<file path="src/rtl/packet_sum_pkg.sv">
// Shared widths and types for the packet_sum streaming byte reducer.
package packet_sum_pkg;

  localparam int DATA_WIDTH = 8;
  localparam int SUM_WIDTH  = 16;

  typedef logic [DATA_WIDTH-1:0] data_t;
  typedef logic [SUM_WIDTH-1:0]  sum_t;

endpackage

</file>
<file path="src/rtl/packet_sum_out_reg.sv">
// Single-entry valid/ready output register.
// Upstream may load a new word in the same cycle the held word is taken,
// so back-to-back words flow at one per cycle without a bubble.
module packet_sum_out_reg
  import packet_sum_pkg::*;
#(
  parameter int WIDTH = packet_sum_pkg::SUM_WIDTH
) (
  input  logic             clock_i,
  input  logic             reset_i,
  input  logic             in_valid_i,
  output logic             in_ready_o,
  input  logic [WIDTH-1:0] in_data_i,
  output logic             out_valid_o,
  input  logic             out_ready_i,
  output logic [WIDTH-1:0] out_data_o
);

  logic             valid_q, valid_d;
  logic [WIDTH-1:0] data_q, data_d;

  // Room for a new word when empty or when the held word leaves this cycle.
  assign in_ready_o  = !valid_q || out_ready_i;
  assign out_valid_o = valid_q;
  assign out_data_o  = data_q;

  // Next state: load on an accepted word, otherwise drop valid once taken.
  always_comb begin
    valid_d = valid_q;
    data_d  = data_q;
    if (in_valid_i && in_ready_o) begin
      valid_d = 1'b1;
      data_d  = in_data_i;
    end else if (out_ready_i) begin
      valid_d = 1'b0;
    end
  end

  // Output word and its valid flag; reset empties the register.
  always_ff @(posedge clock_i or posedge reset_i) begin
    if (reset_i) begin
      valid_q <= 1'b0;
      data_q  <= '0;
    end else begin
      valid_q <= valid_d;
      data_q  <= data_d;
    end
  end

endmodule

</file>
<file path="src/rtl/packet_sum.sv">
// Streaming reducer: sums the unsigned bytes of each packet (delimited by
// input_last) and emits one wrap-around sum per packet through a
// single-entry output register.
module packet_sum
  import packet_sum_pkg::*;
#(
  parameter int DATA_WIDTH = packet_sum_pkg::DATA_WIDTH,
  parameter int SUM_WIDTH  = packet_sum_pkg::SUM_WIDTH
) (
  input  logic                  clock,
  input  logic                  reset,
  input  logic                  input_valid,
  output logic                  input_ready,
  input  logic [DATA_WIDTH-1:0] input_data,
  input  logic                  input_last,
  output logic                  output_valid,
  input  logic                  output_ready,
  output logic [SUM_WIDTH-1:0]  output_data
);

  // Unsigned add of a zero-extended byte; overflow wraps silently.
  function automatic logic [SUM_WIDTH-1:0] add_wrap(
    input logic [SUM_WIDTH-1:0]  acc,
    input logic [DATA_WIDTH-1:0] beat
  );
    return acc + SUM_WIDTH'(beat);
  endfunction

  logic [SUM_WIDTH-1:0] acc_q, acc_d;
  logic [SUM_WIDTH-1:0] sum_next;
  logic                 beat_fire;

  assign sum_next  = add_wrap(acc_q, input_data);
  assign beat_fire = input_valid && input_ready;

  // Accumulate accepted beats; the last beat hands the total off and restarts at zero.
  always_comb begin
    acc_d = acc_q;
    if (beat_fire) begin
      acc_d = input_last ? '0 : sum_next;
    end
  end

  // Running partial sum of the packet in flight; reset discards it.
  always_ff @(posedge clock or posedge reset) begin
    if (reset) begin
      acc_q <= '0;
    end else begin
      acc_q <= acc_d;
    end
  end

  // Input readiness comes straight from the output register, so a stalled
  // consumer also freezes the accumulator.
  packet_sum_out_reg #(
    .WIDTH (SUM_WIDTH)
  ) u_out_reg (
    .clock_i     (clock),
    .reset_i     (reset),
    .in_valid_i  (input_valid && input_last),
    .in_ready_o  (input_ready),
    .in_data_i   (sum_next),
    .out_valid_o (output_valid),
    .out_ready_i (output_ready),
    .out_data_o  (output_data)
  );

endmodule

</file>
<file path="config.mk">
export PLATFORM = sky130hd
export DESIGN_NAME = packet_sum
export DESIGN_NICKNAME = d
export VERILOG_FILES = /design/src/rtl/packet_sum_pkg.sv /design/src/rtl/packet_sum_out_reg.sv /design/src/rtl/packet_sum.sv
export SDC_FILE = /design/constraint.sdc
export NUM_CORES = 1
export LEC_CHECK = 0
export CORE_MARGIN = 10
export CORE_UTILIZATION = 46
export CTS_CLUSTER_DIAMETER = 80
export CTS_CLUSTER_SIZE = 16
export DETAILED_ROUTE_END_ITERATION = 6
export PLACE_DENSITY = 0.79
export SETUP_SLACK_MARGIN = 0.15
export SLEW_MARGIN = 20
export SYNTH_ARGS = -nofsm -noshare
export SYNTH_HDL_FRONTEND = slang
export SYNTH_SLANG_ARGS = --single-unit
</file>
<file path="constraint.sdc">
create_clock -name clock -period 6.8 [get_ports clock]
set_input_delay 2.04 -clock clock [delete_from_list [all_inputs] [get_ports clock]]
set_output_delay 2.04 -clock clock [all_outputs]
set_load 0.02 [all_outputs]
</file>
==> run summary, run 1 <==
IO Pins = 31
setup repair bufs after CTS = 0
Min Hold Slack = 0.479 ns
clk buf depth = 2
sequential fraction of the synthesis area = 44.1%
CTS Buf Count = 5
Cell Pwr Density = 313 nW/µm²
Final Setup Violations = 0
top-count cell post-synth = dfrtp_1
placed cell area = 2210 µm²
Crit path largest cell delay = 0.63 ns
area delta synth->final = 22.8%
Avg Inst Size Synth = 9.27 µm²
Fmax achieved = 0.188 GHz
wire per inst = 15.3 µm
Worst-Margin Slew = 0.696 ns
htree depth = 2
placer congestion estimate = 0.849
setup TNS = 0 ns
GR Overflow Total = 0
Critical Path End = input_ready
Layout Utilization = 57.9%
DR iter-0 viols = 77
final wirelength = 4320 µm
largest net degree at the start of global routing = 34
Final nets = 255
r2r setup slk = 4.52 ns
critical path fanouts, max = 4
count of input and output buffers = 30
DRC viols = 0
Inst Count DP = 276
Async SR Flop Fraction = 100%
Crit. path cell count = 3
die height = 83.8 µm
Leakage = 0.997 nW
DRT Pass-1 Iters = 4
FP Rows = 23
clock-pin slew on the worst setup and hold paths = 0.06 ns
CP endpoint kind = output port
layout cells sized above 1 = 6.44%
Synthesized Nets = 224
Top FF cell, synth = dfrtp_1
worst vdd ir = 0.138 mV
Post-synth EDFFs = 0
critical setup path kind = in2out
Max Clock Skew = 0.00634 ns
CP cell instances = clkdlybuf4s50_1 > nand2b_1 > clkdlybuf4s50_1
cell area after layout = 2300 µm²
cells on worst reg2reg path = 7
# Max-Cap Violations = 0
critical path buffer and inverter count = 2
Antenna Nets Post-Route = 0
status = finished clean
synth cell count leaders = dfrtp_1, nand2_1, o21ai_0
worst r2r dst = acc_q[14]$_DFFE_PP0P_
share of the synthesized area in the top cell type = 44.1%
fin cells = 283
critical path startpoint = output_ready
Yosys reg bits = 33
clk_lat worst skew = 0.29 ns
RSZ-0062 raised after global routing = no
initial antenna violation count = 0
Slew Limit Headroom = 53.5%
Synth area leaders = dfrtp_1, o21ai_0, nand2_1
final-report max-slew violation count = 0
HP Class = reg2reg
Clock Root Buffer = clkbuf_8
Tcrit/Tclk final = 78.1%
post-DP HPWL = 3190 µm
gate family responsible for the most delay along the worst path = buffers and inverters
crit path time final = 5.31 ns
synthesized cell area = 1870 µm²
slowest stage cell, crit path = clkdlybuf4s50_1
via count of the routed design = 1575
first-pass GRT wire length = 7560 µm
CTS tree = built
vias in the first global route = 1560
Total GRT Usage = 12.8%
# hold bufs at CTS = 0
Worst EP required = 4.76 ns
final hold vios = 0
Most Frequent Cell on Critical Path = clkdlybuf4s50_1
Hold Path Depth = 2
Worst setup SP type = input port
total die area = 7020 µm²
routed vias/inst = 5.57
Die Wd = 83.8 µm
Initial Utilization = 47.1%
RR Startpoint = acc_q[0]$_DFFE_PP0P_
cts repair resizes = 0
Core Area = 3970 µm²
Synth Instances = 202
Sink Count = 33
antenna diode count = 0
Yosys Warn Count = 0
WP data arrival = 3.27 ns
Yosys top cell by area = dfrtp_1
Netlist cell types = 39
[cells by family after synthesis]
logic type | after synthesis | share of synthesized area [%]
AOI/OAI and AO/OA | 68 | 24.0
xor gates and xnor gates | 9 | 4.21
adders and majority gates | 9 | 6.42
buffers and inverters | 14 | 3.01
DFF | 33 | 44.1
muxes | 2 | 1.20
and+or+nand+nor | 67 | 17.0
[layout by cell type, fill, tap and decap left out, types with 5 or more instances in the layout]
cell type	instances
ha_1	8
clkbuf_8	6
inv_1	6
dfrtp_1	33
clkdlybuf4s50_1	30
xnor2_1	5
nor2_1	6
o21ai_0	24
nand3_1	7
nand2_1	32
o2111ai_1	7
and2_1	8
a21oi_1	8
a31oi_1	7
[tightest hold or removal path: cells and delay by family (launching register included)]
| kind | cells | cell delay, ns |
|---|---|---|
| flops | 1 | 0.34 |
| compound gates | 1 | 0.06 |
| simple gates | 1 | 0.04 |
[registers in the layout, indices dropped and copies added, names as in the netlist]
register	cells
u_out_reg.out_valid_o	1
acc_q	16
u_out_reg.out_data_o	16
[through the flow]
step                      setup WS (ns)  total power (W)
final                              1.49         0.000719
after global routing               1.46         0.000772
after CTS                          1.49         0.000726
after detailed placement           1.49         0.000575
after global placement             1.51         0.000566
after floorplan                    2.48         0.000469
[worst min path at each step]
| stage | slack [ns] | startpoint | end |
|---|---|---|---|
| 2_1_floorplan | 0.45 | acc_q[2]$_DFFE_PP0P_ | acc_q[2]$_DFFE_PP0P_ |
| 3_3_place_gp | 0.46 | u_out_reg.out_data_o[12]$_DFFE_PP0P_ | u_out_reg.out_data_o[12]$_DFFE_PP0P_ |
| 3_5_place_dp | 0.47 | u_out_reg.out_data_o[14]$_DFFE_PP0P_ | u_out_reg.out_data_o[14]$_DFFE_PP0P_ |
| 4_1_cts | 0.48 | u_out_reg.out_data_o[14]$_DFFE_PP0P_ | u_out_reg.out_data_o[14]$_DFFE_PP0P_ |
| 5_1_grt | 0.51 | u_out_reg.out_data_o[14]$_DFFE_PP0P_ | u_out_reg.out_data_o[14]$_DFFE_PP0P_ |
| 6_report | 0.48 | u_out_reg.out_data_o[6]$_DFFE_PP0P_ | u_out_reg.out_data_o[6]$_DFFE_PP0P_ |
[per-layer routing]
metal | vias to the layer above | global-route usage [%] | share of wire (%)
li1 | 798 | - | -
met1 | 737 | 15.9 | 46
met2 | 32 | 19.8 | 46
met3 | 8 | 3.91 | 5.8
met4 | 0 | 5.78 | 1.8
met5 | - | 0 | 0
[layout make-up]
class	count	area [µm²]
Multi-Input combinational cell	155	990
Clock buffer	7	86.3
Timing Repair Buffer	31	308
Sequential cell	33	826
Tap cell	50	62.6
Fill cell	369	1670
Inverter	7	26.3
[report_power, final]
| part | switching (W) | internal (W) |
|---|---|---|
| clock network | 0.0000690 | 0.0000802 |
| logic | 0.000166 | 0.000130 |
| registers | 0.0000314 | 0.000242 |
| total | 0.000267 | 0.000452 |
No activity file was read; power rests on OpenSTA's default activity.
==> run 2: changes to the inputs <==
==> constraint.sdc (replaced) <==
create_clock -name clock -period 5.3 [get_ports clock]
set_input_delay 1.59 -clock clock [delete_from_list [all_inputs] [get_ports clock]]
set_output_delay 1.59 -clock clock [all_outputs]
set_load 0.02 [all_outputs]
==> run summary, run 2 (synthesis results as in run 1) <==
status = finished clean
Hold Crit Endpoint = u_out_reg.out_data_o[8]$_DFFE_PP0P_
initial antenna violation count = 0
cts repair resizes = 0
RSZ-0062 raised after global routing = no
Sink Count = 33
critical setup path kind = in2out
routed vias/inst = 5.63
GR Overflow Total = 0
Tcrit/Tclk final = 83.1%
# Max-Cap Violations = 0
placer congestion estimate = 0.852
wire per inst = 15.2 µm
Worst-Margin Slew = 0.702 ns
Die Wd = 83.8 µm
Clock Root Buffer = clkbuf_8
Leakage = 1.01 nW
antenna diode count = 0
Total GRT Usage = 12.6%
IO Pins = 31
final-report max-slew violation count = 0
CTS tree = built
met3 usage = 3.91%
DRC viols = 0
clk buf depth = 2
layout cells sized above 1 = 6.84%
clock-pin slew on the worst setup and hold paths = 0.07 ns
DR iter-0 viols = 106
via count of the routed design = 1599
setup TNS = 0 ns
RR Startpoint = acc_q[0]$_DFFE_PP0P_
first-pass GRT wire length = 7330 µm
Antenna Nets Post-Route = 0
Final nets = 255
Worst setup SP type = input port
HP Class = reg2reg
critical path startpoint = output_ready
min-delay src = u_out_reg.out_data_o[8]$_DFFE_PP0P_
worst r2r dst = acc_q[14]$_DFFE_PP0P_
largest net degree at the start of global routing = 34
crit path time final = 4.41 ns
Fmax achieved = 0.227 GHz
placed cell area = 2210 µm²
cell area after layout = 2330 µm²
Cell Pwr Density = 419 nW/µm²
Initial Utilization = 47.1%
vias in the first global route = 1529
final hold vios = 0
Final Setup Violations = 0
final wirelength = 4310 µm
cells on worst reg2reg path = 7
gr busiest metal = met2
Slew Limit Headroom = 53.1%
WP data arrival = 2.82 ns
count of input and output buffers = 30
total die area = 7020 µm²
worst vdd ir = 0.199 mV
htree depth = 2
post-DP HPWL = 3180 µm
clk_lat worst skew = 0.29 ns
Power Total = 0.000976 W
met1 GRT Util = 14.8%
DRT Pass-1 Iters = 4
fin cells = 284
Hold Path Depth = 2
# hold bufs at CTS = 0
Layout Utilization = 58.6%
CP endpoint kind = output port
Worst EP required = 3.71 ns
Max Clock Skew = 0.00612 ns
met2 Use GR = 19.9%
area delta synth->final = 24.4%
Core Area = 3970 µm²
setup repair bufs after CTS = 0
FP Rows = 23
commonest non-fill, non-tap cells in the layout = dfrtp_1, nand2_1, clkdlybuf4s50_1
die height = 83.8 µm
Inst Count DP = 276
# fillers = 352
most common library cell in the layout ignoring fill and taps = dfrtp_1
r2r setup slk = 3.03 ns
CTS Buf Count = 5
critical path fanouts, max = 4
-- run 2: cell count changes in the layout (fill, tap and decap cells not counted) --
cell	before	now
bufinv_16	0	1
-- run 2: layer usage --
| metal | up-vias | wire [µm] |
|---|---|---|
| li1 | 797 | - |
| met1 | 736 | 1940 |
| met2 | 55 | 1970 |
| met3 | 11 | 280 |
| met4 | 0 | 120 |
| met5 | - | 0 |
-- run 2: per-stage QoR --
stage / hold WS, ns / setup WS [ns]
global placement: 0.460 / 0.915
floorplan: 0.453 / 1.88
finish: 0.479 / 0.894
CTS: 0.489 / 0.895
detailed placement: 0.473 / 0.895
global route: 0.517 / 0.834
-- run 2: where the power goes --
part           leakage, nW  switching, W  internal, W
registers            0.432     0.0000412     0.000310
logic                0.521      0.000213     0.000167
clock network       0.0585     0.0000916     0.000153
total                 1.01      0.000346     0.000630
-- run 2: final cells by class --
type	instances	area [µm²]	share of cell area, %
repair buffers	31	308	13.2
well taps	50	62.6	2.69
clock buffers	7	86.3	3.71
clock inverters	1	30.0	1.29
flip-flops and latches	33	826	35.5
inverters	7	26.3	1.13
multi-input cells	155	990	42.5
-- run 2: critical path, stage by stage --
cell and delay (ns):
clkdlybuf4s50_1 0.44, nand2b_1 0.15, clkdlybuf4s50_1 0.63
-- run 2: worst max-delay path by stage --
stage | cells after the start | end
6_report | 3 | input_ready
5_1_grt | 3 | input_ready
4_1_cts | 3 | input_ready
3_5_place_dp | 3 | input_ready
3_3_place_gp | 3 | input_ready
2_1_floorplan | 1 | input_ready
